File: src/rtl/pong_game_ctrl.sv
// pong_game_ctrl: Pong game sequencer (serve hold, ball enable, pause, scoring, winner)
// Ports:
//   clk        system clock
//   reset      asynchronous active-high reset
//   frame_tick one-cycle pulse per video frame
//   start      debounced start button level (acts on rising edge)
//   pause      debounced pause button level (acts on rising edge)
//   miss_left  ball passed left edge, point to player 2
//   miss_right ball passed right edge, point to player 1
//   ball_hold  ball forced to centre
//   ball_en    ball position may update
//   serve_dir  0 = serve toward right, 1 = toward left
//   score1     player 1 score (saturates at 15)
//   score2     player 2 score (saturates at 15)
//   game_over  high while in OVER
//   winner     0 = player 1, 1 = player 2, valid with game_over
//   state_dbg  current state encoding
module pong_game_ctrl #(
    parameter int SERVE_FRAMES = 60,
    parameter int POINT_FRAMES = 90,
    parameter int WIN_SCORE    = 7
) (
    input  logic       clk,
    input  logic       reset,
    input  logic       frame_tick,
    input  logic       start,
    input  logic       pause,
    input  logic       miss_left,
    input  logic       miss_right,
    output logic       ball_hold,
    output logic       ball_en,
    output logic       serve_dir,
    output logic [3:0] score1,
    output logic [3:0] score2,
    output logic       game_over,
    output logic       winner,
    output logic [2:0] state_dbg
);
    typedef enum logic [2:0] {
        IDLE  = 3'd0,
        SERVE = 3'd1,
        PLAY  = 3'd2,
        PAUSE = 3'd3,
        POINT = 3'd4,
        OVER  = 3'd5
    } state_t;

    state_t     state, state_n;
    logic [7:0] cnt, cnt_n;
    logic [3:0] score1_n, score2_n;
    logic       serve_dir_n, winner_n;
    logic       start_q, pause_q, armed;
    logic       start_rise, pause_rise;

    // Edges are only recognised once the button has been sampled at least once
    // after reset, so a button held through reset release is not a press.
    assign start_rise = armed & start & ~start_q;
    assign pause_rise = armed & pause & ~pause_q;

    assign ball_hold = (state != PLAY) && (state != PAUSE);
    assign ball_en   = state == PLAY;
    assign game_over = state == OVER;
    assign state_dbg = state;

    always_ff @(posedge clk or posedge reset) begin
        if (reset) begin
            state     <= IDLE;
            cnt       <= '0;
            score1    <= '0;
            score2    <= '0;
            serve_dir <= 1'b0;
            winner    <= 1'b0;
            start_q   <= 1'b0;
            pause_q   <= 1'b0;
            armed     <= 1'b0;
        end else begin
            state     <= state_n;
            cnt       <= cnt_n;
            score1    <= score1_n;
            score2    <= score2_n;
            serve_dir <= serve_dir_n;
            winner    <= winner_n;
            start_q   <= start;
            pause_q   <= pause;
            armed     <= 1'b1;
        end
    end

    always_comb begin
        state_n     = state;
        cnt_n       = cnt;
        score1_n    = score1;
        score2_n    = score2;
        serve_dir_n = serve_dir;
        winner_n    = winner;
        case (state)
            IDLE, OVER: begin
                if (start_rise) begin
                    state_n     = SERVE;
                    score1_n    = '0;
                    score2_n    = '0;
                    serve_dir_n = 1'b0;
                end
            end
            SERVE: begin
                if (frame_tick) begin
                    cnt_n = cnt + 8'd1;
                    if (cnt == 8'(SERVE_FRAMES - 1)) state_n = PLAY;
                end
            end
            PLAY: begin
                // A simultaneous double miss ends the rally without a point.
                if (miss_left || miss_right) begin
                    state_n = POINT;
                    if (miss_left && !miss_right) begin
                        score2_n    = (score2 == 4'd15) ? score2 : score2 + 4'd1;
                        serve_dir_n = 1'b1;
                    end else if (miss_right && !miss_left) begin
                        score1_n    = (score1 == 4'd15) ? score1 : score1 + 4'd1;
                        serve_dir_n = 1'b0;
                    end
                end else if (pause_rise) begin
                    state_n = PAUSE;
                end
            end
            PAUSE: begin
                if (pause_rise) state_n = PLAY;
            end
            POINT: begin
                if (frame_tick) begin
                    cnt_n = cnt + 8'd1;
                    if (cnt == 8'(POINT_FRAMES - 1)) begin
                        if (score1 >= 4'(WIN_SCORE)) begin
                            winner_n = 1'b0;
                            state_n  = OVER;
                        end else if (score2 >= 4'(WIN_SCORE)) begin
                            winner_n = 1'b1;
                            state_n  = OVER;
                        end else begin
                            state_n = SERVE;
                        end
                    end
                end
            end
            default: state_n = IDLE;
        endcase
        if (state_n != state) cnt_n = '0;
    end
endmodule

File: config.mk
export PLATFORM = sky130hd
export DESIGN_NAME = pong_game_ctrl
export DESIGN_NICKNAME = d
export VERILOG_FILES = /design/src/rtl/pong_game_ctrl.sv
export SDC_FILE = /design/constraint.sdc
export NUM_CORES = 1
export LEC_CHECK = 0
export BUFFER_PORTS_ARGS = -buffer_cell sky130_fd_sc_hd__buf_2
export CAP_MARGIN = 20
export CORE_MARGIN = 4
export CORE_UTILIZATION = 40
export CTS_BUF_LIST = sky130_fd_sc_hd__clkbuf_16
export DETAILED_ROUTE_END_ITERATION = 8
export SLEW_MARGIN = 40
export SYNTH_ARGS = -nofsm -noshare
export SYNTH_HDL_FRONTEND = slang
export SYNTH_SLANG_ARGS = --single-unit
File: constraint.sdc
create_clock -name clk -period 2.5 [get_ports clk]
set_input_delay 0.5 -clock clk [delete_from_list [all_inputs] [get_ports clk]]
set_output_delay 0.5 -clock clk [all_outputs]
set_load 0.05 [all_outputs]
==> tab_implementation.tex, run 1 <==
\begin{tabular}{lr}
\hline
Metric & Value \\
\hline
\multicolumn{2}{l}{\textbf{Status}} \\
Result of the run & complete, no violations \\
\multicolumn{2}{l}{\textbf{Power and ir drop}} \\
Logic pwr share & 26.5\% \\
Sequential fraction of design power & approximately 40\% \\
Proportion of total power due to net switching & between 30\% and 40\% \\
Leakage & about 0.76 nW \\
Sw Pwr & around 0.43 mW \\
Clock power frac & around 34\% \\
Power density relative to cell area & 851.0 nW/um\^{}2 \\
Worst VDD drop & 576.0 uV \\
Internal power & 0.9296 mW \\
\multicolumn{2}{l}{\textbf{Hold path}} \\
Class of the tightest hold or removal check & input pin to asynchronous set/reset pin \\
\multicolumn{2}{l}{\textbf{Run}} \\
MaxCap Viol Count & 0 \\
\multicolumn{2}{l}{\textbf{Floorplanning}} \\
Row Count & 20 \\
Floorplan die width & about 66 microns \\
Area inside the core boundary & 3103 sq um \\
Total I/O pin count & 23 \\
Initial core utilization & a little over two fifths \\
Die area & between 4000 and 5000 sq um \\
Height of the chip & 65.64 microns \\
\multicolumn{2}{l}{\textbf{GRT}} \\
Maximum number of pins on one net before global-route repair & 25 \\
Global-route wire length before repair & between 5000 and 6000 microns \\
Number of global-route vias before repair & 1,070 \\
Number of antenna violations at the first check in global routing & 0 \\
GRT Total Usage & between 10\% and 20\% \\
Total overflow reported by the global router & 0 \\
\multicolumn{2}{l}{\textbf{Routing}} \\
Residual DRC count & 0 \\
Total wire length & between 2000 and 3000 microns \\
Via count & around 1,100 \\
Detail Route Antenna Nets & 0 \\
Detailed-router iteration count before antenna repair & 4 \\
Routed wirelength normalized by instance count & between 10 and 15 microns \\
Number of violations reported at the end of detailed-routing iteration 0 & 45 \\
Average vias per placed instance & 5.332 \\
\multicolumn{2}{l}{\textbf{Placed design}} \\
Global placement routability congestion & 0.7912 \\
Placed cells & about 200 \\
DP HPWL & roughly 2000 microns \\
Quantity of I/O buffers inserted on ports & 22 \\
\multicolumn{2}{l}{\textbf{Critical path}} \\
FF-to-FF path depth & 5 \\
CP max FO & 16 \\
Critical path data arrival time & approximately 1.7 ns \\
Setup crit start kind & flip-flop \\
Type of destination of the critical path & output pin \\
Source of the critical timing path & state\_dbg[1] \\
Class of the most critical setup path & flip-flop to output pin \\
Required time worst endpoint & $\sim$2 ns \\
Beginning of the worst register-to-register path & cnt[6] \\
\multicolumn{2}{l}{\textbf{Clocking}} \\
Sink Count & 24 \\
Level count of the clock H-tree & 1 \\
Number of buffers created by CTS & 3 \\
Number of setup buffers added after CTS & 0 \\
Bufs on Longest Clock Path & 2 \\
Clock-pin slew reported for the worst setup and hold paths after clock tree synthesis & roughly 0.07 ns \\
CTS hold repair buffers & 0 \\
Clock network latency to the later pin of the worst-skew pair & about 0.26 ns \\
Quantity of gates resized following cts & 0 \\
Clock Tree Root & sky130\_fd\_sc\_hd\_\_clkbuf\_16 \\
CTS tree & built \\
\multicolumn{2}{l}{\textbf{STA}} \\
Number of pins with negative max-slew slack in the final report & 0 \\
Normalized max-slew margin & about two thirds \\
Final TNS setup & 0 ns \\
Final number of setup-violating endpoints & 0 \\
Number of hold violations in the final report & 0 \\
Unrepaired setup endpoints after global routing & no \\
Final cycle utilization of the critical path & 85.85\% \\
Post-layout min period & about 2.1 ns \\
Worst-Margin Slew & 0.5166 ns \\
Worst Skew & between 0.008 and 0.009 ns \\
F\_max & around 470 MHz \\
\multicolumn{2}{l}{\textbf{Yosys}} \\
Most common library cells after synthesis & sky130\_fd\_sc\_hd\_\_dfrtp\_1 (24), sky130\_fd\_sc\_hd\_\_nor2\_1 (21), sky130\_fd\_sc\_hd\_\_nand2\_1 (11) \\
Most used standard cell by instance count after synthesis & sky130\_fd\_sc\_hd\_\_dfrtp\_1 \\
Synthesis warning total & 0 \\
Synthesized cell area & around 1300 sq um \\
Average cell area after synthesis & about 9.5 sq um \\
Synth area leader & sky130\_fd\_sc\_hd\_\_dfrtp\_1 \\
Area share of the leading cell type in the synthesized netlist & a little under half \\
Mapped Nets & $\sim$150 \\
Primary flip-flop cell chosen by synthesis mapping & sky130\_fd\_sc\_hd\_\_dfrtp\_1 \\
Count of flip-flops with a built-in enable after synthesis & 0 \\
Post-synthesis sequential element count & 24 \\
Cells after Synth & 140 \\
Fraction of synthesis flops using an asynchronous set or reset pin & between 90\% and 100\% \\
Top area cells in the synthesized netlist & sky130\_fd\_sc\_hd\_\_dfrtp\_1 (45\%), sky130\_fd\_sc\_hd\_\_nor2\_1 (5.9\%), sky130\_fd\_sc\_hd\_\_xnor2\_1 (4.6\%), sky130\_fd\_sc\_hd\_\_ha\_1 (3.8\%), sky130\_fd\_sc\_hd\_\_xor2\_1 (3.3\%) \\
Number of library cell types mapped by synthesis & between 40 and 50 \\
Sequential fraction of the synthesis area & 45.20\% \\
\multicolumn{2}{l}{\textbf{Cells and area}} \\
Layout Area Growth over Synthesis & 20.53\% \\
Count of placed standard cells in the final layout, fillers left out & between 200 and 250 \\
Antenna Cells & 0 \\
Share of final-layout standard cells stronger than drive strength 1 & about a fifth \\
Net count of the finished layout & between 150 and 200 \\
\hline
\end{tabular}
==> power by group through the flow <==
stage | registers [mW] | logic [mW] | clock network [mW]
after CTS | 0.547 | 0.370 | 0.466
after global placement | 0.550 | 0.356 | 0
after floorplan | 0.556 | 0.276 | 0
after detailed placement | 0.553 | 0.367 | 0
after global routing | 0.562 | 0.413 | 0.481
final | 0.545 | 0.361 | 0.457
==> cell type report <==
type | count | area (sq um)
Sequential cell | 24 | 600.6
Fill cell | 303 | 1501
Clock buffer | 3 | 75.07
Clock inverter | 1 | 30.03
Tap cell | 44 | 55.05
Timing Repair Buffer | 25 | 132.6
Multi-Input combinational cell | 108 | 696.9
Inverter | 3 | 11.26
==> placed cells by master (no fill, tap or decap), types with 4 or more instances in the layout <==
cell type	count
sky130_fd_sc_hd__nor2_1	21
sky130_fd_sc_hd__dfrtp_1	24
sky130_fd_sc_hd__o21ai_0	4
sky130_fd_sc_hd__ha_1	4
sky130_fd_sc_hd__a21oi_1	6
sky130_fd_sc_hd__nand3_1	8
sky130_fd_sc_hd__xnor2_1	7
sky130_fd_sc_hd__buf_2	22
sky130_fd_sc_hd__nand2_1	11
sky130_fd_sc_hd__xor2_1	5
==> flip-flops by register name, indices dropped and copies added (netlist names) <==
| register | flops |
|---|---|
| armed | 1 |
| cnt | 8 |
| pause_q | 1 |
| score1 | 4 |
| score2 | 4 |
| serve_dir | 1 |
| start_q | 1 |
| state_dbg | 3 |
| winner | 1 |
==> worst max-delay path, cell delays in order, from the launching register on <==
cell                      delay [ns]
sky130_fd_sc_hd__dfrtp_1        0.61
sky130_fd_sc_hd__nor3b_2        0.43
sky130_fd_sc_hd__buf_2          0.34
==> per-stage QoR <==
step	util, %	hold slack [ns]	instance area, sq um	power [mW]	setup WS [ns]
floorplan	-	0.5146	1334	0.8326	0.001677
global placement	48.23	0.4807	1496	0.9060	0.3317
detailed placement	48.23	0.4933	1496	0.9199	0.2989
CTS	51.61	0.2871	1602	1.382	0.3705
global route	51.61	0.3049	1602	1.456	0.2724
finish	51.61	0.2665	1602	1.363	0.3537
==> metal layers <==
layer | wire [microns] | global-route usage, % | vias to the layer above
li1 | - | - | 541
met1 | 1302 | 19.91 | 534
met2 | 1293 | 23.90 | 29
met3 | 132 | 3.932 | 5
met4 | 45 | 5.440 | 0
met5 | 0 | 0 | -
==> path summary, 6_finish.rpt <==
kind,endpoint,slack [ns]
worst max register to register,cnt[1],0.41
worst min register to register,winner,0.50
worst min-delay path,score1[2],0.27
worst max-delay path,ball_en,0.35
max in group asynchronous,start_q,1.98
min in group clk,pause_q,0.37
==> cells by family after synthesis <==
logic type | count (synthesis) | synth area share [%]
other | 1 | 0.2822
muxes | 1 | 0.7533
adders and majority gates | 4 | 3.767
AOI/OAI and AO/OA | 22 | 11.68
DFF | 24 | 45.20
and+or+nand+nor | 68 | 27.68
buffers and inverters | 8 | 2.731
xor gates and xnor gates | 12 | 7.910
Note: power is estimated with default switching activity, not from simulation.
==> run 2, diff against run 1 <==
--- a/config.mk
+++ b/config.mk
@@ -7,10 +7,12 @@
 export LEC_CHECK = 0
 export BUFFER_PORTS_ARGS = -buffer_cell sky130_fd_sc_hd__buf_2
 export CAP_MARGIN = 20
+export CORE_ASPECT_RATIO = 1.4
 export CORE_MARGIN = 4
-export CORE_UTILIZATION = 40
+export CORE_UTILIZATION = 50
 export CTS_BUF_LIST = sky130_fd_sc_hd__clkbuf_16
 export DETAILED_ROUTE_END_ITERATION = 8
+export PLACE_DENSITY = 0.72
 export SLEW_MARGIN = 40
 export SYNTH_ARGS = -nofsm -noshare
 export SYNTH_HDL_FRONTEND = slang
==> run 2 against run 1 <==
Against the previous run:
- register-to-register slack about the same
- clock skew decreased by 0.0062 ns
- hold slack worse by 0.0032 ns
- maximum frequency increased by 1.3%
- highest routed layer unchanged
- design area shrank 2.9%
- sequential share of layout area up 1.1 points
- combinational power rose by 2%
- cell count decreased by 5.3%
- worst setup slack improved by 0.028 ns
- critical path type unchanged
- total power down 7.7%
- via count grew 1.2%
==> tab_implementation.tex, run 2 (synthesized netlist as in run 1, its figures left out) <==
\begin{tabular}{lr}
\hline
Metric & Value \\
\hline
\multicolumn{2}{l}{\textbf{Critical path}} \\
FF-to-FF End & cnt[1] \\
Required time worst endpoint & 2.00 ns (about the same) \\
Setup crit start kind & flip-flop \\
Critical path data arrival time & 1.62 ns (-0.03 ns) \\
Class of the most critical setup path & flip-flop to output pin \\
Type of destination of the critical path & output pin \\
CP max FO & 16 (unchanged) \\
FF-to-FF path depth & 5 (unchanged) \\
Worst setup slack for register-to-register paths & 0.42 ns (about the same) \\
Beginning of the worst register-to-register path & cnt[2] \\
\multicolumn{2}{l}{\textbf{STA}} \\
Final TNS setup & 0 ns (unchanged) \\
Normalized max-slew margin & 66.79\% (+1.5 points) \\
Worst-Margin Slew & 0.4943 ns (-0.02228 ns) \\
F\_max & 472.1 MHz (+1.3\%) \\
Unrepaired setup endpoints after global routing & no \\
Final number of setup-violating endpoints & 0 (unchanged) \\
Worst Skew & 0.002020 ns (-0.006152 ns) \\
Least setup slack across all paths after layout & 0.3820 ns (+0.02831 ns) \\
Number of pins with negative max-slew slack in the final report & 0 (unchanged) \\
Number of hold violations in the final report & 0 (unchanged) \\
Final cycle utilization of the critical path & 84.72\% (-1.1 points) \\
Post-layout min period & 2.118 ns (-0.02831 ns) \\
\multicolumn{2}{l}{\textbf{Hold path}} \\
Class of the tightest hold or removal check & input pin to asynchronous set/reset pin \\
\multicolumn{2}{l}{\textbf{Clocking}} \\
Number of setup buffers added after CTS & 0 (unchanged) \\
Clock Tree Root & sky130\_fd\_sc\_hd\_\_clkbuf\_16 \\
Number of buffers created by CTS & 3 (unchanged) \\
Quantity of gates resized following cts & 0 (unchanged) \\
CTS hold repair buffers & 0 (unchanged) \\
CTS tree & built \\
Clock network latency to the later pin of the worst-skew pair & 0.25 ns (about the same) \\
Bufs on Longest Clock Path & 2 (unchanged) \\
Level count of the clock H-tree & 1 (unchanged) \\
Clock-pin slew reported for the worst setup and hold paths after clock tree synthesis & 0.06 ns (about the same) \\
Sink Count & 24 (unchanged) \\
\multicolumn{2}{l}{\textbf{Cells and area}} \\
Final-layout fill cell count & 236 (-22\%) \\
Leading registers by flop count & cnt (8), score1 (4), score2 (4) \\
Highest-count cells in the layout ignoring fill and taps & sky130\_fd\_sc\_hd\_\_dfrtp\_1 (24), sky130\_fd\_sc\_hd\_\_buf\_2 (22), sky130\_fd\_sc\_hd\_\_nor2\_1 (21), sky130\_fd\_sc\_hd\_\_nand2\_1 (11), sky130\_fd\_sc\_hd\_\_nand3\_1 (8) \\
Net count of the finished layout & 175 (-0.57\%) \\
Share of final-layout standard cells stronger than drive strength 1 & 19.63\% (-0.49 points) \\
Top register by number of flip-flops & cnt \\
Antenna Cells & 0 (unchanged) \\
Max reg flops & 8 (unchanged) \\
Most common cell after layout, fill and taps aside & sky130\_fd\_sc\_hd\_\_dfrtp\_1 \\
Layout Area Growth over Synthesis & 17.04\% \\
\multicolumn{2}{l}{\textbf{Placed design}} \\
Quantity of I/O buffers inserted on ports & 22 (unchanged) \\
DP Worst Slack & 0.3095 ns (+0.01060 ns) \\
Global placement routability congestion & 0.7559 (-4.5\%) \\
DP HPWL & 2103 microns (+2.8\%) \\
\multicolumn{2}{l}{\textbf{Routing}} \\
Via count & 1,122 (+1.2\%) \\
Average vias per placed instance & 5.695 (+6.8\%) \\
Detailed-router iteration count before antenna repair & 4 (unchanged) \\
Residual DRC count & 0 (unchanged) \\
Detail Route Antenna Nets & 0 (unchanged) \\
Number of violations reported at the end of detailed-routing iteration 0 & 22 (-51\%) \\
Routed wirelength normalized by instance count & 14.04 microns (+5.3\%) \\
Total wire length & 2765 microns (-0.29\%) \\
\multicolumn{2}{l}{\textbf{GRT}} \\
GRT Total Usage & 18.26\% (+3.1 points) \\
Number of antenna violations at the first check in global routing & 0 (unchanged) \\
Number of global-route vias before repair & 1,099 (+2.7\%) \\
Global-route wire length before repair & 4885 microns (-2.5\%) \\
Maximum number of pins on one net before global-route repair & 25 (unchanged) \\
Total overflow reported by the global router & 0 (unchanged) \\
\multicolumn{2}{l}{\textbf{Floorplanning}} \\
Floorplan die width & 51.57 microns (-21\%) \\
Area inside the core boundary & 2470 sq um (-20\%) \\
Total I/O pin count & 23 (unchanged) \\
Initial core utilization & 53.80\% (+11 points) \\
Row Count & 21 (+5.0\%) \\
Die area & 3558 sq um (-17\%) \\
Height of the chip & 69.00 microns (+5.1\%) \\
\multicolumn{2}{l}{\textbf{Power and ir drop}} \\
Leakage & 0.7381 nW (-2.4\%) \\
Power density relative to cell area & 809.1 nW/um\^{}2 (-4.9\%) \\
Worst VDD drop & 484.3 uV (-16\%) \\
\multicolumn{2}{l}{\textbf{Status}} \\
Result of the run & complete, no violations \\
\multicolumn{2}{l}{\textbf{Run}} \\
MaxCap Viol Count & 0 (unchanged) \\
\hline
\end{tabular}
==> run 2: cell types whose count changed in the layout (fill, tap and decap cells not counted), sizes merged <==
cell    previous run  this run
buf               25        24
bufinv             1         0
clkinv             0         1
==> run 2: final cells by class <==
| type | count | area [sq um] | area share, % |
|---|---|---|---|
| clock buffers | 3 | 75.07 | 4.827 |
| well taps | 34 | 42.54 | 2.735 |
| multi-input cells | 108 | 696.9 | 44.81 |
| repair buffers | 24 | 125.1 | 8.045 |
| clock inverters | 1 | 3.754 | 0.2414 |
| flip-flops and latches | 24 | 600.6 | 38.62 |
| inverters | 3 | 11.26 | 0.7241 |
==> run 2: critical path: stages, from the launching register on <==
cell                      delay [ns]
sky130_fd_sc_hd__dfrtp_1        0.63
sky130_fd_sc_hd__nor3b_2        0.40
sky130_fd_sc_hd__buf_2          0.33
==> run 2: how the worst max path moves through the flow <==
stage	startpoint	endpoint	slack, ns
6_report	state_dbg[1]	ball_en	0.38
5_1_grt	state_dbg[1]	ball_en	0.26
4_1_cts	state_dbg[1]	ball_en	0.38
3_5_place_dp	frame_tick	cnt[1]	0.31
3_3_place_gp	frame_tick	cnt[1]	0.35
2_1_floorplan	state_dbg[2]	score1[2]	0.002
==> run 2: layer usage <==
| layer | share of wire (%) | up-vias | track usage (%) |
|---|---|---|---|
| met5 | 0 | - | 0 |
| met4 | 1.8 | 0 | 7.869 |
| met3 | 4.6 | 5 | 2.581 |
| met2 | 55 | 29 | 34.55 |
| met1 | 39 | 545 | 20.05 |
| li1 | - | 543 | - |
==> run 2: through the flow <==
step / util, % / hold WS (ns) / cells / power (mW) / cell area, sq um
after floorplan: - / 0.5146 / 140 / 0.8326 / 1334
after global placement: 59.78 / 0.4898 / 193 / 0.9044 / 1476
after detailed placement: 59.78 / 0.5017 / 193 / 0.9206 / 1476
after CTS: 62.97 / 0.2835 / 197 / 1.268 / 1555
after global routing: 62.97 / 0.3106 / 197 / 1.341 / 1555
final: 62.97 / 0.2634 / 197 / 1.258 / 1555
==> run 2: report_power, final <==
group	switching (mW)	internal (mW)	total, mW
clock	0.127	0.213	0.340
sequential	0.0920	0.459	0.551
combinational	0.215	0.152	0.367
total	0.434	0.825	1.26
